--- config.mk ---
export PLATFORM = sky130hd
export DESIGN_NAME = serial_paralelo_align
export DESIGN_NICKNAME = d
export VERILOG_FILES = /design/src/rtl/serial_paralelo_align_pkg.sv /design/src/rtl/serial_paralelo_align_comma_detect.sv /design/src/rtl/serial_paralelo_align.sv
export SDC_FILE = /design/constraint.sdc
export NUM_CORES = 1
export LEC_CHECK = 0
export CAP_MARGIN = 40
export CELL_PAD_IN_SITES_DETAIL_PLACEMENT = 0
export CELL_PAD_IN_SITES_GLOBAL_PLACEMENT = 2
export CORE_MARGIN = 3
export CORE_UTILIZATION = 34
export CTS_CLUSTER_DIAMETER = 120
export CTS_CLUSTER_SIZE = 24
export DETAILED_ROUTE_END_ITERATION = 16
export PLACE_DENSITY_LB_ADDON = 0.1
export SYNTH_ARGS = -nofsm -noshare
export SYNTH_HDL_FRONTEND = slang
export SYNTH_SLANG_ARGS = --single-unit
--- constraint.sdc ---
create_clock -name CLOCK -period 2.45 [get_ports CLOCK]
set_input_delay 0.49 -clock CLOCK [delete_from_list [all_inputs] [get_ports CLOCK]]
set_output_delay 0.49 -clock CLOCK [all_outputs]
set_load 0.02 [all_outputs]
--- src/rtl/serial_paralelo_align_pkg.sv ---
// Shared constants for the comma-aligning serial-to-parallel converter:
// K28.5 patterns for both running disparities and the alignment FSM encoding.
package serial_paralelo_align_pkg;

   localparam logic [9:0] K28_5_RDN = 10'b0011111010;
   localparam logic [9:0] K28_5_RDP = 10'b1100000101;

   typedef enum logic [1:0] {
      SEARCH  = 2'd0,
      SYNCING = 2'd1,
      LOCKED  = 2'd2
   } state_t;

endpackage

--- src/rtl/serial_paralelo_align_comma_detect.sv ---
// Combinational comma detector: flags a window equal to either disparity
// variant of the alignment pattern.
module comma_detect
   import serial_paralelo_align_pkg::*;
#(
   parameter int              WIDTH   = 10,
   parameter logic [WIDTH-1:0] COMMA_P = WIDTH'(K28_5_RDN),
   parameter logic [WIDTH-1:0] COMMA_N = WIDTH'(K28_5_RDP)
) (
   input  logic [WIDTH-1:0] sr_next,
   output logic             match
);

   assign match = (sr_next == COMMA_P) || (sr_next == COMMA_N);

endmodule

--- src/rtl/serial_paralelo_align.sv ---
// Serial-to-parallel converter with comma alignment (SEARCH/SYNCING/LOCKED).
// Define ALIGN_ERRCNT_EN to add err_cnt, counting misaligned commas seen while locked.
// Handshake: word_valid is a one-cycle pulse, no ready; word_out is only
// meaningful on that pulse and otherwise holds its last value.
module serial_paralelo_align
   import serial_paralelo_align_pkg::*;
#(
   parameter int               WIDTH     = 10,
   parameter logic [WIDTH-1:0] COMMA_P   = WIDTH'(K28_5_RDN),
   parameter logic [WIDTH-1:0] COMMA_N   = WIDTH'(K28_5_RDP),
   parameter int               COMMA_REQ = 4
) (
   input  logic             CLOCK,
   input  logic             reset_L,
   input  logic             serial_in,
   output logic [WIDTH-1:0] word_out,
   output logic             word_valid,
   output logic             locked,
   output logic             comma_seen,
`ifdef ALIGN_ERRCNT_EN
   output logic [7:0]       err_cnt,
`endif
   output logic [1:0]       state_dbg,
   output logic [3:0]       cnt_dbg
);

   localparam logic [3:0] LAST_PHASE = 4'(WIDTH - 1);
   localparam logic [3:0] REQ        = 4'(COMMA_REQ);

   state_t           state, state_n;
   logic [WIDTH-1:0] sr, sr_next;
   logic [3:0]       phase, phase_n;
   logic [3:0]       cnt, cnt_n;
   logic             match, boundary, load_word, err_inc;

   assign sr_next  = {sr[WIDTH-2:0], serial_in};
   assign boundary = (phase == LAST_PHASE);

   comma_detect #(
      .WIDTH   (WIDTH),
      .COMMA_P (COMMA_P),
      .COMMA_N (COMMA_N)
   ) u_comma_detect (
      .sr_next (sr_next),
      .match   (match)
   );

   always_comb begin
      state_n   = state;
      phase_n   = boundary ? 4'd0 : phase + 4'd1;
      cnt_n     = cnt;
      load_word = 1'b0;
      err_inc   = 1'b0;
      case (state)
         SEARCH: begin
            if (match) begin
               phase_n = 4'd0;
               if (REQ == 4'd1) begin
                  state_n = LOCKED;
                  cnt_n   = REQ;
               end else begin
                  state_n = SYNCING;
                  cnt_n   = 4'd1;
               end
            end
         end
         SYNCING: begin
            if (boundary) begin
               if (match) begin
                  // Saturate at REQ so a realign from LOCKED with REQ==1 still relocks.
                  if (cnt >= REQ - 4'd1) begin
                     state_n = LOCKED;
                     cnt_n   = REQ;
                  end else begin
                     cnt_n = cnt + 4'd1;
                  end
               end else begin
                  state_n = SEARCH;
                  cnt_n   = 4'd0;
               end
            end else if (match) begin
               phase_n = 4'd0;
               cnt_n   = 4'd1;
            end
         end
         LOCKED: begin
            if (boundary) begin
               load_word = 1'b1;
            end else if (match) begin
               state_n = SYNCING;
               phase_n = 4'd0;
               cnt_n   = 4'd1;
               err_inc = 1'b1;
            end
         end
         default: state_n = SEARCH;
      endcase
   end

   always_ff @(posedge CLOCK) begin
      if (!reset_L) begin
         state      <= SEARCH;
         sr         <= '0;
         phase      <= 4'd0;
         cnt        <= 4'd0;
         word_out   <= '0;
         word_valid <= 1'b0;
         locked     <= 1'b0;
         comma_seen <= 1'b0;
      end else begin
         state      <= state_n;
         sr         <= sr_next;
         phase      <= phase_n;
         cnt        <= cnt_n;
         word_valid <= load_word;
         locked     <= (state_n == LOCKED);
         comma_seen <= match;
         if (load_word) word_out <= sr_next;
      end
   end

`ifdef ALIGN_ERRCNT_EN
   always_ff @(posedge CLOCK) begin
      if (!reset_L)                     err_cnt <= 8'd0;
      else if (err_inc && err_cnt != 8'hFF) err_cnt <= err_cnt + 8'd1;
   end
`else
   logic unused_err;
   assign unused_err = err_inc;
`endif

   assign state_dbg = state;
   assign cnt_dbg   = cnt;

endmodule

### After elaboration in Yosys (flattened, before gate mapping)

Cells that the tools add are included.

| word-level totals | value |
|---|---|
| flip-flop bits (word level) | 32 |
| output and inout port bits | 19 |
| logic and storage cells | 41 |

| operators by class | value |
|---|---|
| add/subtract/negate cells | 2 |
| order comparisons | 1 |
| equality and inequality tests | 7 |
| multiplexer cells | 18 |
| reductions and logical operators | 5 |

Operators with widths:

| operator | number |
|---|---|
| two-way mux 4 bit | 8 |
| one-hot mux 4 bit (3 select lines) | 1 |
| == test 10 bit (second input constant) | 1 |
| == test 10 x 8 -> 1 bit (second input constant) | 1 |
| two-way mux 2 bit | 5 |
| adder 4 x 1 -> 4 bit (second input constant) | 2 |
| one-hot mux 4 bit (2 select lines) | 1 |
| one-hot mux 2 bit (3 select lines) | 1 |
| == test 2 bit (second input constant) | 2 |
| == test 4 bit (second input constant) | 1 |
| >= comparator 4 x 2 -> 1 bit (second input constant) | 1 |
| nonzero test 3 bit | 1 |
| == test 2 x 1 -> 1 bit (second input constant) | 1 |
| logical NOT 2 bit | 1 |
| two-way mux 1 bit | 2 |
| != test 2 bit (second input constant) | 1 |
| AND reduction 2 bit | 1 |
| OR reduction 2 bit | 1 |
| logical OR 1 bit | 1 |

### Depth between registers and ports, before layout

| depth | value |
|---|---|
| depth in word-level cells | 6 |
| gate-level depth with buffers | 7 |
| depth with buffers taken out | 7 |

### By module

A second synthesis with hierarchy kept.

| unflattened totals | value |
|---|---|
| cell total of the unflattened synthesis | 144 |
| area, all modules | 1350.0 sq um |

Modules (own cells, without submodules):

| module | times used | cells an instance | area an instance (sq um) | sequential area each (sq um) |
|---|---|---|---|---|
| serial_paralelo_align | 1 | 138 | 1288.7 | 640.6 |
| comma_detect | 1 | 6 | 61.3 | 0.0 |

### Worst setup path before layout

Ideal clock, no wire load.

| timing | value |
|---|---|
| path kind | register to register |
| from | register state[0], in the netlist state_dbg[0] |
| to | register cnt[2], in the netlist cnt_dbg[2] |
| library setup time | 0.128 ns |
| arrival time | 1.606 ns |
| data required time | 2.322 ns |
| slack | 0.716 ns |
| stages on the path, launching flop included | 8 |
| path buffers | 0 |
| path through | dfxtp_1 -> inv_1 -> ha_1 -> and4b_1 -> nor2_1 -> o31ai_1 -> a2bb2oi_1 -> nor2_1 |

| between the ends | value |
|---|---|
| longest elaborated chain between the ends | 3 |
| elaborated cells between the ends (all ways) | 7 |
| those cells by class | 3 x eq/ne; 1 x mux; 3 x reduce/logical |

RTL lines:

| item | line | text |
|---|---|---|
| start: declaration | serial_paralelo_align.sv:30 | `state_t state, state_n;` |
| start signal: assignment | serial_paralelo_align.sv:111 | `state <= state_n;` |
| == test 2 bit (tied with other cells) | serial_paralelo_align.sv:54 | `case (state)` |
| != test 2 bit (no source line) / nonzero test 3 bit (equally long branches) | n/a |  |
| AND reduction 2 bit (no source line) | n/a |  |
| end signal: assignment | serial_paralelo_align.sv:114 | `cnt <= cnt_n;` |
| end: declaration | serial_paralelo_align.sv:33 | `logic [3:0] cnt, cnt_n;` |

Parallel ways exist; a longest one is shown, timed or not.
A chain may end at the register's enable or synchronous reset.

### Worst setup path after layout

Ends and elaborated chain as after synthesis.

==> impl_summary.txt <==
----------------------------------------------------
[Outcome]
  Run status ... complete, no violations

[Yosys]
  Number of enable flip-flop cells after synthesis ... 0
  Dominant cell type by area after synthesis ... sky130_fd_sc_hd__dfxtp_1
  Primary flip-flop cell chosen by synthesis mapping ... sky130_fd_sc_hd__dfxtp_1
  Share of async-settable or async-resettable flops after synthesis ... 0%
  Cell variety after synth ... 37
  Synthesized flop and latch total ... 32
  Cell types with the largest area share after synthesis ... sky130_fd_sc_hd__dfxtp_1 48%, sky130_fd_sc_hd__ha_1 7.5%, sky130_fd_sc_hd__nand2_1 6.4%, sky130_fd_sc_hd__a21oi_1 4.5%, sky130_fd_sc_hd__and2_1 4.2%
  Commonest cells in the netlist ... 32 x sky130_fd_sc_hd__dfxtp_1, 23 x sky130_fd_sc_hd__nand2_1, 13 x sky130_fd_sc_hd__nor2_1
  Syn Std Cell Area ... 1340 um^2
  Sequential share of the synthesized area ... 47.8%
  Synthesized netlist cell count ... 142
  Warnings, synthesis ... 0
  Post-Syn Area per Cell ... 9.45 um^2
  Share of Yosys cell area claimed by the top area cell type ... 47.8%
  Most repeated cell in the gate-level netlist after synthesis ... sky130_fd_sc_hd__dfxtp_1
  Number of nets in the synthesized netlist ... 153

[Setup path]
  Depth of the worst register-to-register path ... 7
  Arrival time of the worst setup path ... 2240 ps
  Critical Path Source Type ... flop
  Ordered list of cells on the worst path ... inv_1 -> ha_1 -> and4b_1 -> nor2_1 -> o31ai_1 -> a2bb2oi_1 -> nor2_1
  Worst stage delay on the critical path ... 440 ps
  Required arrival time at the worst endpoint ... 2600 ps
  Setup Crit Path Kind ... flop to flop
  CP most frequent cell ... sky130_fd_sc_hd__nor2_1
  Critical register-to-register path startpoint ... state_dbg[0]$_SDFF_PN0_
  Endpoint class of the critical path ... flop
  Reg2reg setup slack ... 360 ps
  Kind of cell adding the most delay to the critical path ... simple AND/OR/NAND/NOR gates
  Largest fanout of any net on the critical path ... 11
  Critical path buffer and inverter count ... 1
  FF-to-FF End ... cnt_dbg[2]$_SDFFE_PN0P_
  Critical path's slowest cell ... sky130_fd_sc_hd__dfxtp_1

[Finish]
  Fraction of final layout cells with drive strength greater than 1 ... 9.58%
  Final Cell Area ... 1680 um^2
  N_diodes ... 0
  Fillers ... 389
  Area growth from synthesis to layout ... 25.4%
  Net count reported at finish ... 178

[Timing]
  Slew of the pin with the lowest slew margin ... 631 ps
  Final period demand of the worst path ... 2090 ps
  Final hold viol count ... 0
  Total count of max-transition violations in the final report ... 0
  Unrepaired setup endpoints after global routing ... no
  Crit share post-route ... 85.1%
  Clock skew after layout ... 4.31 ps
  Fmax achieved ... 0.480 GHz
  Final setup fails ... 0
  Aggregate negative setup slack ... 0 ps
  Max-slew headroom at the worst pin ... 57.6%

[Route]
  Starting DRC count in detailed routing ... 51
  Via count of the routed design ... 1067
  Vias per cell ... 4.96
  Wire length after detailed routing ... 2960 um
  DRC violations left ... 0
  Antenna-violating nets left ... 0
  Pre-antenna DRT Iters ... 4
  Routed length per instance ... 13.7 um

[GRT]
  Largest net degree at the start of global routing ... 16
  Via count of the first global-routing pass ... 978
  Global-route wire length before repair ... 4770 um
  Grt total ovfl ... 0
  Number of antenna violations at the first check in global routing ... 0
  All-Layer GR Usage ... 14.3%

[Clock network]
  Clock slew at the register clock pins of the worst setup and hold paths ... 60 ps
  Clock latency at the later pin of the worst-skew pair ... 280 ps
  Post-CTS Resized ... 0
  Root Driver ... sky130_fd_sc_hd__clkbuf_8
  H-tree lvl count ... 2
  Clock sink total ... 32
  TritonCTS clock tree ... yes
  Total CTS buffers ... 5
  Number of hold-repair buffers added at the cts stage ... 0
  Maximum number of buffers from clock root to sink ... 2
  Post-CTS repair timing setup buffer count ... 0

[Floorplanning]
  Die area ... 4730 um^2
  Die Span X ... 68.8 um
  Starting Density ... 35.8%
  Core region area ... 3740 um^2
  Y dimension of the die ... 68.8 um
  Total I/O pin count ... 22
  Number of placement rows ... 22

[Placement]
  DP HPWL ... 2170 um
  Total of buffers placed on input and output ports ... 21
  Routability congestion estimate ... 0.798
  DP Area ... 1600 um^2

[Min path]
  Hold EP ... word_out[4]$_SDFFE_PN0P_
  Class of the tightest hold or removal check ... flop to flop
  Worst min-delay path startpoint ... word_out[4]$_SDFFE_PN0P_
  Worst hold path cell count ... 2

[Power and ir drop]
  LEAKAGE ... 0.616 nW
  Power density normalized to cell area ... 556 nW/um^2
  Largest vdd supply drop ... 0.294 mV

[Run]
  Reported max-cap violation count ... 0

----------------------------------------------------
[state kept, by name, indices dropped and copies added, names as in the netlist]
register    flops
comma_seen      1
state_dbg       2
word_out       10
word_valid      1
sr              9
cnt_dbg         4
phase           4
locked          1
[placed cells by master (no fill, tap or decap), drive strengths merged]
cell type	Yosys	routed
o211ai	2	2
nor4	2	2
nor4bb	1	1
clkdlybuf4s50	0	21
nor4b	1	1
and4	1	1
dfxtp	32	32
nand2b	1	1
clkinv	0	1
a211oi	2	2
buf	0	1
nor2	14	14
a221oi	2	2
or3	1	1
and2	10	10
a21oi	12	12
o31ai	3	3
o21ai	1	1
and3b	1	1
nor3	4	4
nand3b	1	1
clkbuf	4	6
xnor2	1	1
nand2	23	23
or2	1	1
and4b	1	1
nand3	3	3
xor2	1	1
a2bb2oi	1	1
ha	8	8
nand4	1	1
nand4bb	1	1
o32a	1	1
inv	4	4
and3	1	1
[worst max path at each step]
stage / slack [ps] / start / end / depth (start not counted)
CTS: 370 / state_dbg[0]$_SDFF_PN0_ / cnt_dbg[2]$_SDFFE_PN0P_ / 7
global route: 190 / state_dbg[0]$_SDFF_PN0_ / cnt_dbg[2]$_SDFFE_PN0P_ / 7
finish: 360 / state_dbg[0]$_SDFF_PN0_ / cnt_dbg[2]$_SDFFE_PN0P_ / 7
global placement: 310 / serial_in / locked$_SDFF_PN0_ / 5
floorplan: 720 / state_dbg[0]$_SDFF_PN0_ / cnt_dbg[2]$_SDFFE_PN0P_ / 7
detailed placement: 250 / serial_in / locked$_SDFF_PN0_ / 5
[kinds of logic (layout without fill, tap and decap cells)]
group,count (synthesis),in the layout,synth area share (%)
flip-flops,32,32,47.8
AND/OR/NAND/NOR,68,68,28.9
adder cells (fa/ha/maj),8,8,7.46
AO/OA/AOI/OAI,24,24,12.3
buffers and inverters,8,33,2.24
XOR/XNOR,2,2,1.31
[routing by layer]
metal,up-vias,global-route usage (%),share of wire (%)
li1,540,-,-
met1,500,17.0,46
met2,21,22.8,48
met3,6,5.19,4.5
met4,0,6.57,2.1
met5,-,0,0
[worst register-to-register path: stages, from the launching register on]
cell,delay [ps]
sky130_fd_sc_hd__dfxtp_1,440
sky130_fd_sc_hd__inv_1,120
sky130_fd_sc_hd__ha_1,280
sky130_fd_sc_hd__and4b_1,350
sky130_fd_sc_hd__nor2_1,340
sky130_fd_sc_hd__o31ai_1,190
sky130_fd_sc_hd__a2bb2oi_1,180
sky130_fd_sc_hd__nor2_1,50
[area by class of cell]
class                   instances  area (um^2)  area share (%)
inverters                       4         15.0           0.893
multi-input cells             102          671            39.9
repair buffers                 22          218            12.9
well taps                      48         60.1            3.57
flip-flops and latches         32          641            38.1
clock buffers                   6         72.6            4.32
clock inverters                 1         5.00           0.298
[power by group]
| group | internal [mW] | switching [mW] |
|---|---|---|
| registers | 0.527 | 0.00659 |
| logic | 0.0117 | 0.0147 |
| clock network | 0.193 | 0.182 |
| total | 0.732 | 0.204 |
[through the flow]
step	total power, mW	worst slack [ps]	instances	hold WS [ps]	util [%]
after global placement	0.572	315	208	445	42.8
after detailed placement	0.573	254	208	446	42.8
after floorplan	0.561	716	142	433	-
after global routing	0.978	193	215	481	44.9
after CTS	0.953	370	215	456	44.9
final	0.935	365	215	452	44.9
Note: power is estimated with default switching activity, not from simulation.
